$ cat config.mk
export PLATFORM = sky130hd
export DESIGN_NAME = obf_key_loader_flat
export DESIGN_NICKNAME = d
export VERILOG_FILES = /design/src/rtl/obf_key_pkg.sv /design/src/rtl/obf_key_loader_if.sv /design/src/rtl/obf_key_shifter.sv /design/src/rtl/obf_key_loader.sv /design/src/flat_wrapper.sv
export SDC_FILE = /design/constraint.sdc
export NUM_CORES = 1
export LEC_CHECK = 0
export ABC_AREA = 1
export CAP_MARGIN = 15
export CELL_PAD_IN_SITES_DETAIL_PLACEMENT = 1
export CELL_PAD_IN_SITES_GLOBAL_PLACEMENT = 2
export CORE_ASPECT_RATIO = 0.75
export CORE_MARGIN = 5
export CORE_UTILIZATION = 33
export DETAILED_ROUTE_END_ITERATION = 8
export MAX_ROUTING_LAYER = met4
export PLACE_DENSITY_LB_ADDON = 0.1
export SYNTH_ARGS = -nofsm -noshare
export SYNTH_HDL_FRONTEND = slang
export SYNTH_SLANG_ARGS = --single-unit
$ cat constraint.sdc
create_clock -name clk -period 2.31 [get_ports clk]
set_input_delay 0.462 -clock clk [delete_from_list [all_inputs] [get_ports clk]]
set_output_delay 0.462 -clock clk [all_outputs]
set_load 0.01 [all_outputs]
$ cat src/rtl/obf_key_pkg.sv
// Shared types and sizing for the c432 key loader.
package obf_key_pkg;

  typedef enum logic [1:0] {
    IDLE  = 2'd0,
    SHIFT = 2'd1,
    CHECK = 2'd2,
    LOCK  = 2'd3
  } state_t;

  localparam int KEY_W_DEF    = 12;
  localparam int MAX_FAIL_DEF = 3;
  localparam int FAIL_W       = $clog2(MAX_FAIL_DEF + 1);

endpackage

$ cat src/rtl/obf_key_loader_if.sv
// Serial bit handshake between the secure key store and the loader.
interface obf_key_loader_if;

  logic load_start;
  logic bit_in;
  logic bit_valid;
  logic bit_ready;

  modport master (
    output load_start,
    output bit_in,
    output bit_valid,
    input  bit_ready
  );

  modport slave (
    input  load_start,
    input  bit_in,
    input  bit_valid,
    output bit_ready
  );

endinterface

$ cat src/rtl/obf_key_shifter.sv
// Shadow register, bit counter and running parity for one key frame.
// The parity bit is folded into the running parity but never stored.
module obf_key_shifter
  import obf_key_pkg::*;
#(
  parameter int KEY_W = KEY_W_DEF
) (
  input  logic             clk,
  input  logic             rst_n,
  input  logic             load,
  input  logic             clear,
  input  logic             shift_en,
  input  logic             bit_in,
  output logic [KEY_W-1:0] shadow,
  output logic             last_bit,
  output logic             parity_ok
);

  localparam int CNT_W = $clog2(KEY_W + 1);
  localparam logic [CNT_W-1:0] PARITY_POS = CNT_W'(KEY_W);

  logic [KEY_W-1:0] shadow_q;
  logic [CNT_W-1:0] count_q;
  logic             parity_q;

  // Frame start wins over a same-cycle shift; key bits land at shadow[count].
  always_ff @(posedge clk) begin
    if (!rst_n || clear) begin
      shadow_q <= '0;
      count_q  <= '0;
      parity_q <= 1'b0;
    end else if (load) begin
      count_q  <= '0;
      parity_q <= 1'b0;
    end else if (shift_en) begin
      parity_q <= parity_q ^ bit_in;
      if (count_q != PARITY_POS) begin
        shadow_q[count_q] <= bit_in;
        count_q           <= count_q + 1'b1;
      end
    end
  end

  assign shadow    = shadow_q;
  assign last_bit  = shift_en && (count_q == PARITY_POS);
  assign parity_ok = ~parity_q;

endmodule

$ cat src/rtl/obf_key_loader.sv
// Key provisioning for the logic-locked c432: serial load, even-parity
// check, atomic commit, and lockout after repeated parity failures.
module obf_key_loader
  import obf_key_pkg::*;
#(
  parameter int KEY_W    = KEY_W_DEF,
  parameter int MAX_FAIL = MAX_FAIL_DEF
) (
  input  logic             clk,
  input  logic             rst_n,
  obf_key_loader_if.slave  bus,
  input  logic             key_clear,
  output logic [KEY_W-1:0] key_out,
  output logic             key_valid,
  output logic             key_err,
  output logic             locked,
  output logic             busy
);

  localparam logic [FAIL_W-1:0] FAIL_LIM = FAIL_W'(MAX_FAIL);

  state_t            state_q, state_d;
  logic [KEY_W-1:0]  key_q;
  logic              key_valid_q;
  logic              key_err_q;
  logic [FAIL_W-1:0] fail_q;
  logic [FAIL_W-1:0] fail_inc;
  logic              hit_lim;

  logic              sh_load, sh_clear, sh_shift;
  logic [KEY_W-1:0]  shadow;
  logic              last_bit, parity_ok;

  assign fail_inc = (fail_q == FAIL_LIM) ? fail_q : fail_q + 1'b1;
  assign hit_lim  = (fail_inc == FAIL_LIM);

  assign sh_load  = ((state_q == IDLE) || (state_q == SHIFT)) && bus.load_start;
  assign sh_shift = (state_q == SHIFT) && bus.bit_valid && !bus.load_start;
  assign sh_clear = (state_q == LOCK);

  obf_key_shifter #(.KEY_W(KEY_W)) u_shifter (
    .clk       (clk),
    .rst_n     (rst_n),
    .load      (sh_load),
    .clear     (sh_clear),
    .shift_en  (sh_shift),
    .bit_in    (bus.bit_in),
    .shadow    (shadow),
    .last_bit  (last_bit),
    .parity_ok (parity_ok)
  );

  // State register.
  always_ff @(posedge clk) begin
    if (!rst_n) state_q <= IDLE;
    else        state_q <= state_d;
  end

  // Next-state logic; a restart keeps SHIFT and drops any same-cycle bit.
  always_comb begin
    state_d = state_q;
    case (state_q)
      IDLE:  if (bus.load_start) state_d = SHIFT;
      SHIFT: if (!bus.load_start && last_bit) state_d = CHECK;
      CHECK: begin
        if (parity_ok)    state_d = IDLE;
        else if (hit_lim) state_d = LOCK;
        else              state_d = IDLE;
      end
      LOCK:  state_d = LOCK;
      default: state_d = IDLE;
    endcase
  end

  // Commit register, error pulse and fail counter; a passing commit beats key_clear.
  always_ff @(posedge clk) begin
    if (!rst_n) begin
      key_q       <= '0;
      key_valid_q <= 1'b0;
      key_err_q   <= 1'b0;
      fail_q      <= '0;
    end else begin
      key_err_q <= 1'b0;
      if (state_q == CHECK && parity_ok) begin
        key_q       <= shadow;
        key_valid_q <= 1'b1;
        fail_q      <= '0;
      end else if (state_q == CHECK) begin
        key_err_q <= 1'b1;
        fail_q    <= fail_inc;
        if (hit_lim || key_clear) begin
          key_q       <= '0;
          key_valid_q <= 1'b0;
        end
      end else if (state_q == LOCK || key_clear) begin
        key_q       <= '0;
        key_valid_q <= 1'b0;
      end
    end
  end

  assign bus.bit_ready = (state_q == SHIFT);
  assign busy          = (state_q == SHIFT) || (state_q == CHECK);
  assign locked        = (state_q == LOCK);
  assign key_out       = key_q;
  assign key_valid     = key_valid_q;
  assign key_err       = key_err_q;

endmodule

$ cat src/flat_wrapper.sv
// flat-port wrapper written by rule: the top's interface ports become plain ports
module obf_key_loader_flat import obf_key_pkg::*;
#(
  parameter int KEY_W    = KEY_W_DEF,
  parameter int MAX_FAIL = MAX_FAIL_DEF
)
  (clk, rst_n, key_clear, key_out, key_valid, key_err, locked, busy, bus_load_start, bus_bit_in, bus_bit_valid, bus_bit_ready);
  obf_key_loader_if bus_i ();
  input  logic clk;
  input  logic rst_n;
  input  logic key_clear;
  output logic [KEY_W-1:0] key_out;
  output logic key_valid;
  output logic key_err;
  output logic locked;
  output logic busy;
  input wire logic [$bits(bus_i.load_start)-1:0] bus_load_start;
  input wire logic [$bits(bus_i.bit_in)-1:0] bus_bit_in;
  input wire logic [$bits(bus_i.bit_valid)-1:0] bus_bit_valid;
  output wire logic [$bits(bus_i.bit_ready)-1:0] bus_bit_ready;
  assign bus_i.load_start = bus_load_start;
  assign bus_i.bit_in = bus_bit_in;
  assign bus_i.bit_valid = bus_bit_valid;
  assign bus_bit_ready = bus_i.bit_ready;
  obf_key_loader #(.KEY_W(KEY_W), .MAX_FAIL(MAX_FAIL)) u_core (.clk(clk), .rst_n(rst_n), .bus(bus_i), .key_clear(key_clear), .key_out(key_out), .key_valid(key_valid), .key_err(key_err), .locked(locked), .busy(busy));
endmodule
==> summary.txt <==
Status
  – Status: finished clean

Critical path
  – R2R setup slack: approximately 0.47 ns
  – CP max stage cell: clkdlybuf4s50_1
  – Crit path kind: flip-flop to output port
  – Worst Path Arrival: approximately 1.6 ns
  – CP startpoint kind: flip-flop
  – Critical path, cell by cell: inv_1 -> ha_1 -> clkdlybuf4s50_1
  – CP endpoint kind: output port
  – Slowest stage delay, CP: 0.53 ns
  – Critical Path Fanout Max: 5
  – Req. time, crit path: approximately 1.9 ns

Timing
  – Min cycle time layout: about 2.1 ns
  – Final Hold Viols: 0
  – Worst-margin pin slew: slightly above 0.6 ns
  – Tcrit/Tclk final: 89.3%
  – Fin Setup TNS: 0 ns
  – Clock skew: between 0.002 and 0.0025 ns
  – Pins over their slew limit: 0
  – Count of final setup violators: 0
  – Hold Slack: approximately 0.47 ns
  – Max Clk Rate: between 400 and 500 MHz
  – Slew headroom: about 59%
  – RSZ-0062 raised after global routing: no

Min path
  – Hold Crit Class: flip-flop to flip-flop

Finish
  – Most frequent cells in the layout: 54 x nand2_1, 35 x dfxtp_1, 34 x nor2_1, 22 x clkdlybuf4s50_1, 18 x nand3_1
  – P&R area growth vs syn: 21.1%
  – Layout cells sized above 1: about 9%
  – ANT cells: 0
  – Final #Nets: between 200 and 300
  – Most common library cell in the layout ignoring fill and taps: nand2_1

CTS
  – H-tree depth: 2
  – Post-CTS Resized: 0
  – Num CTS Buffers: 5
  – Max Root-Sink Buffers: 2
  – TritonCTS Sinks: 35
  – Reg clk slew, reported paths: 0.07 ns
  – Clock root cell: clkbuf_8
  – Skew-Pair Late Insertion Delay: 0.28 ns
  – Post-CTS Hold Buffers: 0
  – CTS tree: done
  – Setup repair bufs after CTS: 0

GRT
  – Number of global-route vias before repair: approximately 1400
  – Initial antenna violation count: 0
  – GR Overflow Total: 0
  – First-pass GRT wire length: slightly below 7 mm
  – GRT Resource Usage Total: a little over an eighth
  – Largest net degree at the start of global routing: 17

Floorplanning
  – Rows: 22
  – Die area: ~0.0066 mm2
  – Initial core utilization: 34.0%
  – Core area: around 0.005 mm2
  – I/O pins: 23
  – Die Y: just over 70 um
  – Die Width: ~92 um

Yosys
  – Netlist cell types: 25
  – Mapped cell area: between 0.0015 and 0.002 mm2
  – FF+latch count, synth: 35
  – Seq/Total Area, Yosys: 42.3%
  – Cell count after synthesis: 224
  – Ys Warns: 0
  – Post-Syn Nets: approximately 240
  – Avg Synthesized Cell Area: approximately 7.4 um2

Pwr
  – Peak VDD IR: 0.222 mV
  – Power Density: about 750 mW/mm2
  – Pleak: 0.737 nW

Detailed routing
  – DRC: 0
  – DRT Pass-1 Iters: 4
  – WL per Instance: 12.9 um
  – Detailed Route Iter0 Violations: 28
  – Routed WL: 3.97 mm
  – Via count: between 1000 and 1500
  – Antenna Nets Post-Route: 0
  – Via density: 4.75

Placed design
  – Final HPWL DP: 3.01 mm
  – Port bufs: 22
  – GP Congestion: 0.709

Flow run
  – Max_cap viols: 0
## where the power goes
part / internal (mW) / total, mW / leakage, nW / switching, mW
logic: 0.151 / 0.398 / 0.408 / 0.247
registers: 0.635 / 0.664 / 0.282 / 0.0291
clock network: 0.234 / 0.449 / 0.0470 / 0.215
total: 1.02 / 1.51 / 0.737 / 0.491
## metal layers
layer,vias up,global-route usage [%],routed length [um]
li1,762,-,-
met1,686,18.0,2060
met3,4,3.57,123
met5,-,-,0
met4,0,3.95,39
met2,12,19.2,1740
## kinds of logic (layout without fill, tap and decap cells)
group	Yosys count	in the layout	share of synthesized area, %
simple gates	126	126	34.6
flops	35	35	42.3
compound gates	28	28	9.13
buf+inv	26	50	7.24
fa+ha+maj	9	9	6.79
## area by class of cell
class / count / area [um2]
clock buffer: 6 / 82.6
clock inverter: 1 / 5.00
fill: 622 / 2870
inverter: 19 / 71.3
multi-input combinational: 163 / 837
sequential: 35 / 701
tap: 60 / 75.1
timing repair buffer: 24 / 235
## state kept, by name, indices dropped and copies added, names as in the netlist
name,flops
u_core.state_q,2
u_core.key_out,12
u_core.u_shifter.parity_q,1
u_core.key_valid,1
u_core.fail_q,2
u_core.key_err,1
u_core.u_shifter.shadow,12
u_core.u_shifter.count_q,4
## cells in the mapped netlist
library cell / count / area (um2)
nand3_1: 18 / 90.1
nand2_2: 2 / 12.5
o21ai_1: 1 / 5.00
nor3_1: 5 / 25.0
nor2_2: 2 / 12.5
nand3b_1: 4 / 30.0
inv_2: 1 / 3.75
nand2_1: 54 / 203
o21ai_0: 5 / 25.0
a21oi_2: 1 / 8.76
a211oi_1: 1 / 7.51
nor3_2: 5 / 50.1
o21bai_1: 1 / 7.51
dfxtp_1: 35 / 701
ha_1: 9 / 113
a31oi_1: 2 / 12.5
buf_6: 2 / 22.5
nor2_4: 2 / 22.5
buf_2: 3 / 15.0
nor2_1: 34 / 128
clkbuf_1: 1 / 3.75
clkinv_1: 1 / 3.75
a21oi_1: 17 / 85.1
inv_1: 17 / 63.8
buf_4: 1 / 7.51
## path summary, 6_finish.rpt
path,from,to,cells past startpoint
max,u_core.state_q[1],busy,3
min,u_core.u_shifter.shadow[0],u_core.key_out[0],2
max reg2reg,u_core.state_q[0],u_core.key_out[4],7
min reg2reg,u_core.u_shifter.shadow[0],u_core.key_out[0],2
## worst max-delay path, delay by kind of cell (launching register included)
family,cells,cell delay (ns)
buf+inv,2,0.64
fa+ha+maj,1,0.28
flops,1,0.40
## stage by stage
stage	cells	power (mW)	instance area [um2]	worst slack (ns)	util, %
final	308	1.51	2010	0.247	41.2
after detailed placement	301	1.08	1920	0.368	39.4
after global routing	308	1.63	2010	0.124	41.2
after floorplan	224	0.961	1660	0.822	-
after global placement	301	1.08	1920	0.391	39.4
after CTS	308	1.55	2010	0.212	41.2
Note: power is estimated with default switching activity, not from simulation.
